**src/rtl/instr_cycle_sequencer_if.sv**
```systemverilog
// Shared single-port memory bus used by instr_cycle_sequencer.
//   master (sequencer) : drives mem_req, mem_we, mem_addr, mem_wdata;
//                        receives mem_rdata, mem_ack
//   slave  (memory)    : the mirror image of master
interface instr_cycle_sequencer_if;
  logic        mem_req;
  logic        mem_we;
  logic [31:0] mem_addr;
  logic [31:0] mem_wdata;
  logic [31:0] mem_rdata;
  logic        mem_ack;

  modport master (
    output mem_req, mem_we, mem_addr, mem_wdata,
    input  mem_rdata, mem_ack
  );

  modport slave (
    input  mem_req, mem_we, mem_addr, mem_wdata,
    output mem_rdata, mem_ack
  );
endinterface

```
**src/rtl/instr_cycle_sequencer.sv**
```systemverilog
// Multi-cycle control FSM for the KGP RISC datapath with one shared
// single-port memory. It walks FETCH -> DECODE -> EXEC -> [MEM] -> WB and
// hands the memory port to instruction fetch (address = pc) or to the
// load/store (address = alu_out). A request left unacknowledged for
// WAIT_LIMIT cycles parks the FSM in FAULT until reset.
//
// Ports:
//   clk, rst        clock (rising edge), synchronous active-low reset
//   start           leave IDLE and begin fetching
//   pc, alu_out     fetch address, load/store address
//   store_data      data written on a store
//   ctl_*           decoded control lines, sampled in EXEC/MEM/WB
//   mem             shared memory bus (master side)
//   ir_out, mdr_out latched instruction and load data
//   pc_en, rf_we    one-cycle enables issued in WB
//   busy, halted, fault, state_out   status
//
// Optional feature (macro RETIRE_CNT_EN): adds retired_count[31:0], counting
// WB cycles.
module instr_cycle_sequencer #(
  parameter int WAIT_LIMIT = 16,
  parameter int CNT_W      = 5
) (
  input  logic        clk,
  input  logic        rst,
  input  logic        start,
  input  logic [31:0] pc,
  input  logic [31:0] alu_out,
  input  logic [31:0] store_data,
  input  logic        ctl_mem_read,
  input  logic        ctl_mem_write,
  input  logic        ctl_reg_write,
  input  logic        ctl_halt,
  instr_cycle_sequencer_if.master mem,
  output logic [31:0] ir_out,
  output logic [31:0] mdr_out,
  output logic        pc_en,
  output logic        rf_we,
  output logic        busy,
  output logic        halted,
  output logic        fault,
`ifdef RETIRE_CNT_EN
  output logic [31:0] retired_count,
`endif
  output logic [2:0]  state_out
);

  typedef enum logic [2:0] {
    IDLE   = 3'd0,
    FETCH  = 3'd1,
    DECODE = 3'd2,
    EXEC   = 3'd3,
    MEM    = 3'd4,
    WB     = 3'd5,
    HALT   = 3'd6,
    FAULT  = 3'd7
  } state_t;

  localparam logic [CNT_W-1:0] LIMIT_M1 = CNT_W'(WAIT_LIMIT - 1);

  state_t           state;
  state_t           nxt;
  logic [CNT_W-1:0] wait_cnt;
  logic             timeout;
  logic             in_req;

  assign in_req = (state == FETCH) || (state == MEM);

  // The counter holds the number of un-acked request cycles already spent;
  // the current un-acked cycle is the WAIT_LIMIT-th when it reads LIMIT_M1.
  assign timeout = (WAIT_LIMIT != 0) && (wait_cnt == LIMIT_M1);

  always_ff @(posedge clk) begin
    if (!rst) state <= IDLE;
    else      state <= nxt;
  end

  always_comb begin
    nxt           = state;
    mem.mem_req   = 1'b0;
    mem.mem_we    = 1'b0;
    mem.mem_addr  = 32'h0;
    mem.mem_wdata = 32'h0;
    pc_en         = 1'b0;
    rf_we         = 1'b0;
    case (state)
      IDLE: if (start) nxt = FETCH;
      FETCH: begin
        mem.mem_req  = 1'b1;
        mem.mem_addr = pc;
        if (mem.mem_ack)  nxt = DECODE;
        else if (timeout) nxt = FAULT;
      end
      DECODE: nxt = EXEC;
      EXEC: begin
        if (ctl_halt)                          nxt = HALT;
        else if (ctl_mem_read || ctl_mem_write) nxt = MEM;
        else                                   nxt = WB;
      end
      MEM: begin
        mem.mem_req   = 1'b1;
        mem.mem_addr  = alu_out;
        mem.mem_we    = ctl_mem_write;
        mem.mem_wdata = store_data;
        if (mem.mem_ack)  nxt = WB;
        else if (timeout) nxt = FAULT;
      end
      WB: begin
        rf_we = ctl_reg_write;
        pc_en = 1'b1;
        nxt   = FETCH;
      end
      HALT:    nxt = HALT;
      FAULT:   nxt = FAULT;
      default: nxt = IDLE;
    endcase
  end

  // Instruction/load latches and the request wait counter. A simultaneous
  // read+write is treated as a store, so mdr_out is left alone.
  always_ff @(posedge clk) begin
    if (!rst) begin
      ir_out   <= 32'h0;
      mdr_out  <= 32'h0;
      wait_cnt <= '0;
    end else begin
      if (state == FETCH && mem.mem_ack)
        ir_out <= mem.mem_rdata;
      if (state == MEM && mem.mem_ack && ctl_mem_read && !ctl_mem_write)
        mdr_out <= mem.mem_rdata;
      // FETCH and MEM are always entered from a non-request state, so
      // clearing outside them restarts the count on every new request.
      if (in_req && !mem.mem_ack) wait_cnt <= wait_cnt + CNT_W'(1);
      else                        wait_cnt <= '0;
    end
  end

`ifdef RETIRE_CNT_EN
  always_ff @(posedge clk) begin
    if (!rst)             retired_count <= 32'h0;
    else if (state == WB) retired_count <= retired_count + 32'd1;
  end
`endif

  assign busy      = (state == FETCH) || (state == DECODE) || (state == EXEC) ||
                     (state == MEM)   || (state == WB);
  assign halted    = (state == HALT);
  assign fault     = (state == FAULT);
  assign state_out = state;

endmodule
```
**src/flat_wrapper.sv**
```systemverilog
// flat-port wrapper written by rule: the top's interface ports become plain ports
module instr_cycle_sequencer_flat 
#(
  parameter int WAIT_LIMIT = 16,
  parameter int CNT_W      = 5
)
  (clk, rst, start, pc, alu_out, store_data, ctl_mem_read, ctl_mem_write, ctl_reg_write, ctl_halt, ir_out, mdr_out, pc_en, rf_we, busy, halted, fault, state_out, mem_mem_req, mem_mem_we, mem_mem_addr, mem_mem_wdata, mem_mem_rdata, mem_mem_ack);
  instr_cycle_sequencer_if mem_i ();
  input  logic clk;
  input  logic rst;
  input  logic start;
  input  logic [31:0] pc;
  input  logic [31:0] alu_out;
  input  logic [31:0] store_data;
  input  logic ctl_mem_read;
  input  logic ctl_mem_write;
  input  logic ctl_reg_write;
  input  logic ctl_halt;
  output logic [31:0] ir_out;
  output logic [31:0] mdr_out;
  output logic pc_en;
  output logic rf_we;
  output logic busy;
  output logic halted;
  output logic fault;
  output logic [2:0] state_out;
  output wire logic [$bits(mem_i.mem_req)-1:0] mem_mem_req;
  output wire logic [$bits(mem_i.mem_we)-1:0] mem_mem_we;
  output wire logic [$bits(mem_i.mem_addr)-1:0] mem_mem_addr;
  output wire logic [$bits(mem_i.mem_wdata)-1:0] mem_mem_wdata;
  input wire logic [$bits(mem_i.mem_rdata)-1:0] mem_mem_rdata;
  input wire logic [$bits(mem_i.mem_ack)-1:0] mem_mem_ack;
  assign mem_mem_req = mem_i.mem_req;
  assign mem_mem_we = mem_i.mem_we;
  assign mem_mem_addr = mem_i.mem_addr;
  assign mem_mem_wdata = mem_i.mem_wdata;
  assign mem_i.mem_rdata = mem_mem_rdata;
  assign mem_i.mem_ack = mem_mem_ack;
  instr_cycle_sequencer #(.WAIT_LIMIT(WAIT_LIMIT), .CNT_W(CNT_W)) u_core (.clk(clk), .rst(rst), .start(start), .pc(pc), .alu_out(alu_out), .store_data(store_data), .ctl_mem_read(ctl_mem_read), .ctl_mem_write(ctl_mem_write), .ctl_reg_write(ctl_reg_write), .ctl_halt(ctl_halt), .mem(mem_i), .ir_out(ir_out), .mdr_out(mdr_out), .pc_en(pc_en), .rf_we(rf_we), .busy(busy), .halted(halted), .fault(fault), .state_out(state_out));
endmodule
```
**config.mk**
```make
export PLATFORM = sky130hd
export DESIGN_NAME = instr_cycle_sequencer_flat
export DESIGN_NICKNAME = d
export VERILOG_FILES = /design/src/rtl/instr_cycle_sequencer_if.sv /design/src/rtl/instr_cycle_sequencer.sv /design/src/flat_wrapper.sv
export SDC_FILE = /design/constraint.sdc
export NUM_CORES = 1
export LEC_CHECK = 0
export ABC_AREA = 1
export CELL_PAD_IN_SITES_DETAIL_PLACEMENT = 1
export CELL_PAD_IN_SITES_GLOBAL_PLACEMENT = 1
export CORE_UTILIZATION = 23
export CTS_BUF_LIST = sky130_fd_sc_hd__clkbuf_4 sky130_fd_sc_hd__clkbuf_8
export DETAILED_ROUTE_END_ITERATION = 7
export PLACE_DENSITY_LB_ADDON = 0.1
export SKIP_LAST_GASP = 1
export SLEW_MARGIN = 40
export SYNTH_ARGS = -nofsm -noshare
export SYNTH_HDL_FRONTEND = slang
export SYNTH_SLANG_ARGS = --single-unit
```
**constraint.sdc**
```tcl
create_clock -name clk -period 3.2 [get_ports clk]
set_clock_uncertainty 0.1 [all_clocks]
set_input_delay 0.32 -clock clk [delete_from_list [all_inputs] [get_ports clk]]
set_output_delay 0.32 -clock clk [all_outputs]
set_load 0.01 [all_outputs]
```
==> impl_metrics.env <==
export IMPL_grt_overflow=0
export IMPL_crit_path_end_kind="primary output"
export IMPL_worstPathBufferInverterCount=2
export IMPL_ios=274
export IMPL_die_y_um=122.2
export IMPL_cts_repair_resize_count=0
export IMPL_hold_viol=0
export IMPL_antennaDiodeCount=0
export IMPL_setup_viol=0
export IMPL_drt_pre_antenna_iters=4
export IMPL_layout_nets=859
export IMPL_synth_edf_count=0
export IMPL_path_clk_slew_ns=0.07
export IMPL_synth_main_ff_cell="dfxtp_1"
export IMPL_p_leak_nw=2.697
export IMPL_slowest_delay_ns=0.59
export IMPL_h_tree_depth=3
export IMPL_cp_data_arrival_time_ns=2.38
export IMPL_ctsLongestPathBuffers=2
export IMPL_start_util=0.2376
export IMPL_num_vias=4003
export IMPL_seq_area_frac_synth=0.4337
export IMPL_startpoint="u_core.state_out[0]$_SDFFE_PN0P_"
export IMPL_reg2reg_from="u_core.state_out[0]$_SDFFE_PN0P_"
export IMPL_cts_inserted_buffers=9
export IMPL_root_buffer="clkbuf_8"
export IMPL_synth_cells=462
export IMPL_synth_nets=600
export IMPL_hold_path_depth=1
export IMPL_synth_compound_area_frac=0.1886
export IMPL_crit_fanout=33
export IMPL_layout_commonest_cell="clkdlybuf4s50_1"
export IMPL_fillerInstances=1719
export IMPL_grt_max_degree=52
export IMPL_drt_iter0_markers=79
export IMPL_synth_async_reset_ratio=0
export IMPL_drive_gt1_frac=0.04552
export IMPL_r2r_end="u_core.mdr_out[27]$_SDFFE_PN0P_"
export IMPL_dpl_hpwl_um=11580
export IMPL_tightest_slew_ns=0.6527
export IMPL_synth_top_family_by_area="simple AND/OR/NAND/NOR gates"
export IMPL_crit_slowest_cell="dfxtp_1"
export IMPL_yosys_warnings=0
export IMPL_areaGrowthSynthToFinish_pct=90.40
export IMPL_final_setup_tns_ns=0
export IMPL_worst_r2r_setup_slack_ns=1.24
export IMPL_critical_path_required_ns=2.78
export IMPL_synthMuxAreaShare=0
export IMPL_synth_seq_cells=72
export IMPL_wl_per_cell_um=16.71
export IMPL_grt_pass1_wl_um=22270
export IMPL_peakVddDrop_v=0.0002691
export IMPL_rsz0062_at_grt="false"
export IMPL_finalCriticalPeriod_ns=2.800
export IMPL_synth_xor_area_share=0.005271
export IMPL_rows=43
export IMPL_path_class="flip-flop to primary output"
export IMPL_netlist_area_mm2=0.003323
export IMPL_drc_errors=0
export IMPL_hold_class="flip-flop to flip-flop"
export IMPL_syn_area_per_cell_um2=7.193
export IMPL_maxCapViolations=0
export IMPL_post_route_util=0.4523
export IMPL_synth_simple_area_share=0.2568
export IMPL_gp_congestion=0.7798
export IMPL_dieArea_mm2=0.01493
export IMPL_drt_total_wl_um=15120
export IMPL_ant_nets=0
export IMPL_crit_chain="nand3_2, inv_2, a22o_1, clkdlybuf4s50_1"
export IMPL_cts_tree="done"
export IMPL_post_cts_setup_buffers=0
export IMPL_fmax_ghz=0.3571
export IMPL_final_area_mm2=0.006327
export IMPL_dpl_cell_area_mm2=0.006130
export IMPL_vias_per_cell=4.423
export IMPL_critPathTopFamily="buffers and inverters"
export IMPL_antenna_found_initial=0
export IMPL_final_cell_mix="clkdlybuf4s50_1, nor2_1, dfxtp_1"
export IMPL_p_total_mw=3.995
export IMPL_die_w_um=122.2
export IMPL_multi_input_area_mm2=0.001523
export IMPL_cts_hold_buffers=0
export IMPL_worst_setup_path_start_kind="flip-flop"
export IMPL_clkSinkCount=72
export IMPL_hp_start="u_core.wait_cnt[0]$_SDFF_PN0_"
export IMPL_grt_pass1_vias=4174
export IMPL_seqCellArea_mm2=0.001441
export IMPL_timing_final_crit_share=0.8750
export IMPL_status="completed"
export IMPL_fp_coreArea_mm2=0.01399
export IMPL_grtUsageTotal=0.1951
export IMPL_portBuffers=273
export IMPL_slew_viol_final=0
export IMPL_synth_adder_area_share=0.007530
export IMPL_clk_latency_ns=0.35
export IMPL_rr_worst_depth=6
export IMPL_powerDensity_mw_per_mm2=631.4
export IMPL_hold_end="u_core.wait_cnt[0]$_SDFF_PN0_"
export IMPL_slew_headroom=0.5642
export IMPL_synth_cell_type_count=31
## cell families (layout without fill, tap and decap cells)
kind of cell | count (synthesis) | in the layout
flops | 72 | 72
simple gates | 210 | 210
xor+xnor | 2 | 2
buf+inv | 76 | 339
fa+ha+maj | 2 | 2
compound gates | 100 | 100
## cells in the mapped netlist, types with 2 or more instances
library cell  instances  area [µm²]
dfxtp_1              72        1441
o21ai_0              56       280.3
inv_2                 4       15.01
inv_1                41       153.9
clkbuf_1              7       26.28
ha_1                  2       25.02
a22o_1               32       280.3
nor2_4                2       22.52
buf_1                 3       11.26
buf_4                 6       45.04
o21ai_1               8       40.04
nor2_1              178       668.1
buf_2                 9       45.04
buf_6                 5       56.30
nand2_1              16       60.06
nand3_1               6       30.03
## layer usage
layer | routed length, µm | vias up | global-route usage
li1 | - | 1988 | -
met1 | 5932 | 1856 | 0.2044
met2 | 7546 | 145 | 0.3571
met3 | 1457 | 14 | 0.07444
met4 | 187 | 0 | 0.05793
met5 | 0 | - | 0
## worst max path at each step
stage / to / slack [ns] / depth (start not counted)
after global placement: mem_mem_addr[24] / 0.90 / 4
after global routing: mem_mem_addr[5] / 0.25 / 4
after CTS: mem_mem_addr[29] / 0.37 / 4
after floorplan: mem_mem_addr[0] / 1.63 / 5
after detailed placement: mem_mem_addr[29] / 0.78 / 4
final: mem_mem_addr[5] / 0.40 / 4
## registers in the layout, indices dropped and copies added (netlist names)
register,cells
u_core.ir_out,32
u_core.state_out,3
u_core.wait_cnt,5
u_core.mdr_out,32
## per-stage QoR
| stage | cells | hold slack, ns | setup slack, ns |
|---|---|---|---|
| 6_report | 905 | 0.3440 | 0.3999 |
| 4_1_cts | 905 | 0.3498 | 0.3698 |
| 3_5_place_dp | 890 | 0.3356 | 0.7828 |
| 3_3_place_gp | 890 | 0.3276 | 0.8974 |
| 5_1_grt | 905 | 0.3613 | 0.2500 |
| 2_1_floorplan | 462 | 0.3175 | 1.627 |
## area by class of cell
class                   count  area share
clock inverters             3    0.006723
well taps                 180     0.03559
multi-input cells         314      0.2407
repair buffers            278      0.4374
flip-flops and latches     72      0.2278
clock buffers              12     0.02412
inverters                  46     0.02768
## power breakdown
group / total (mW) / switching [mW] / internal, mW
combinational: 2.11 / 0.987 / 1.13
clock: 0.721 / 0.328 / 0.393
sequential: 1.16 / 0.117 / 1.04
total: 4.00 / 1.43 / 2.56
Power figures use the tool's default switching activity.
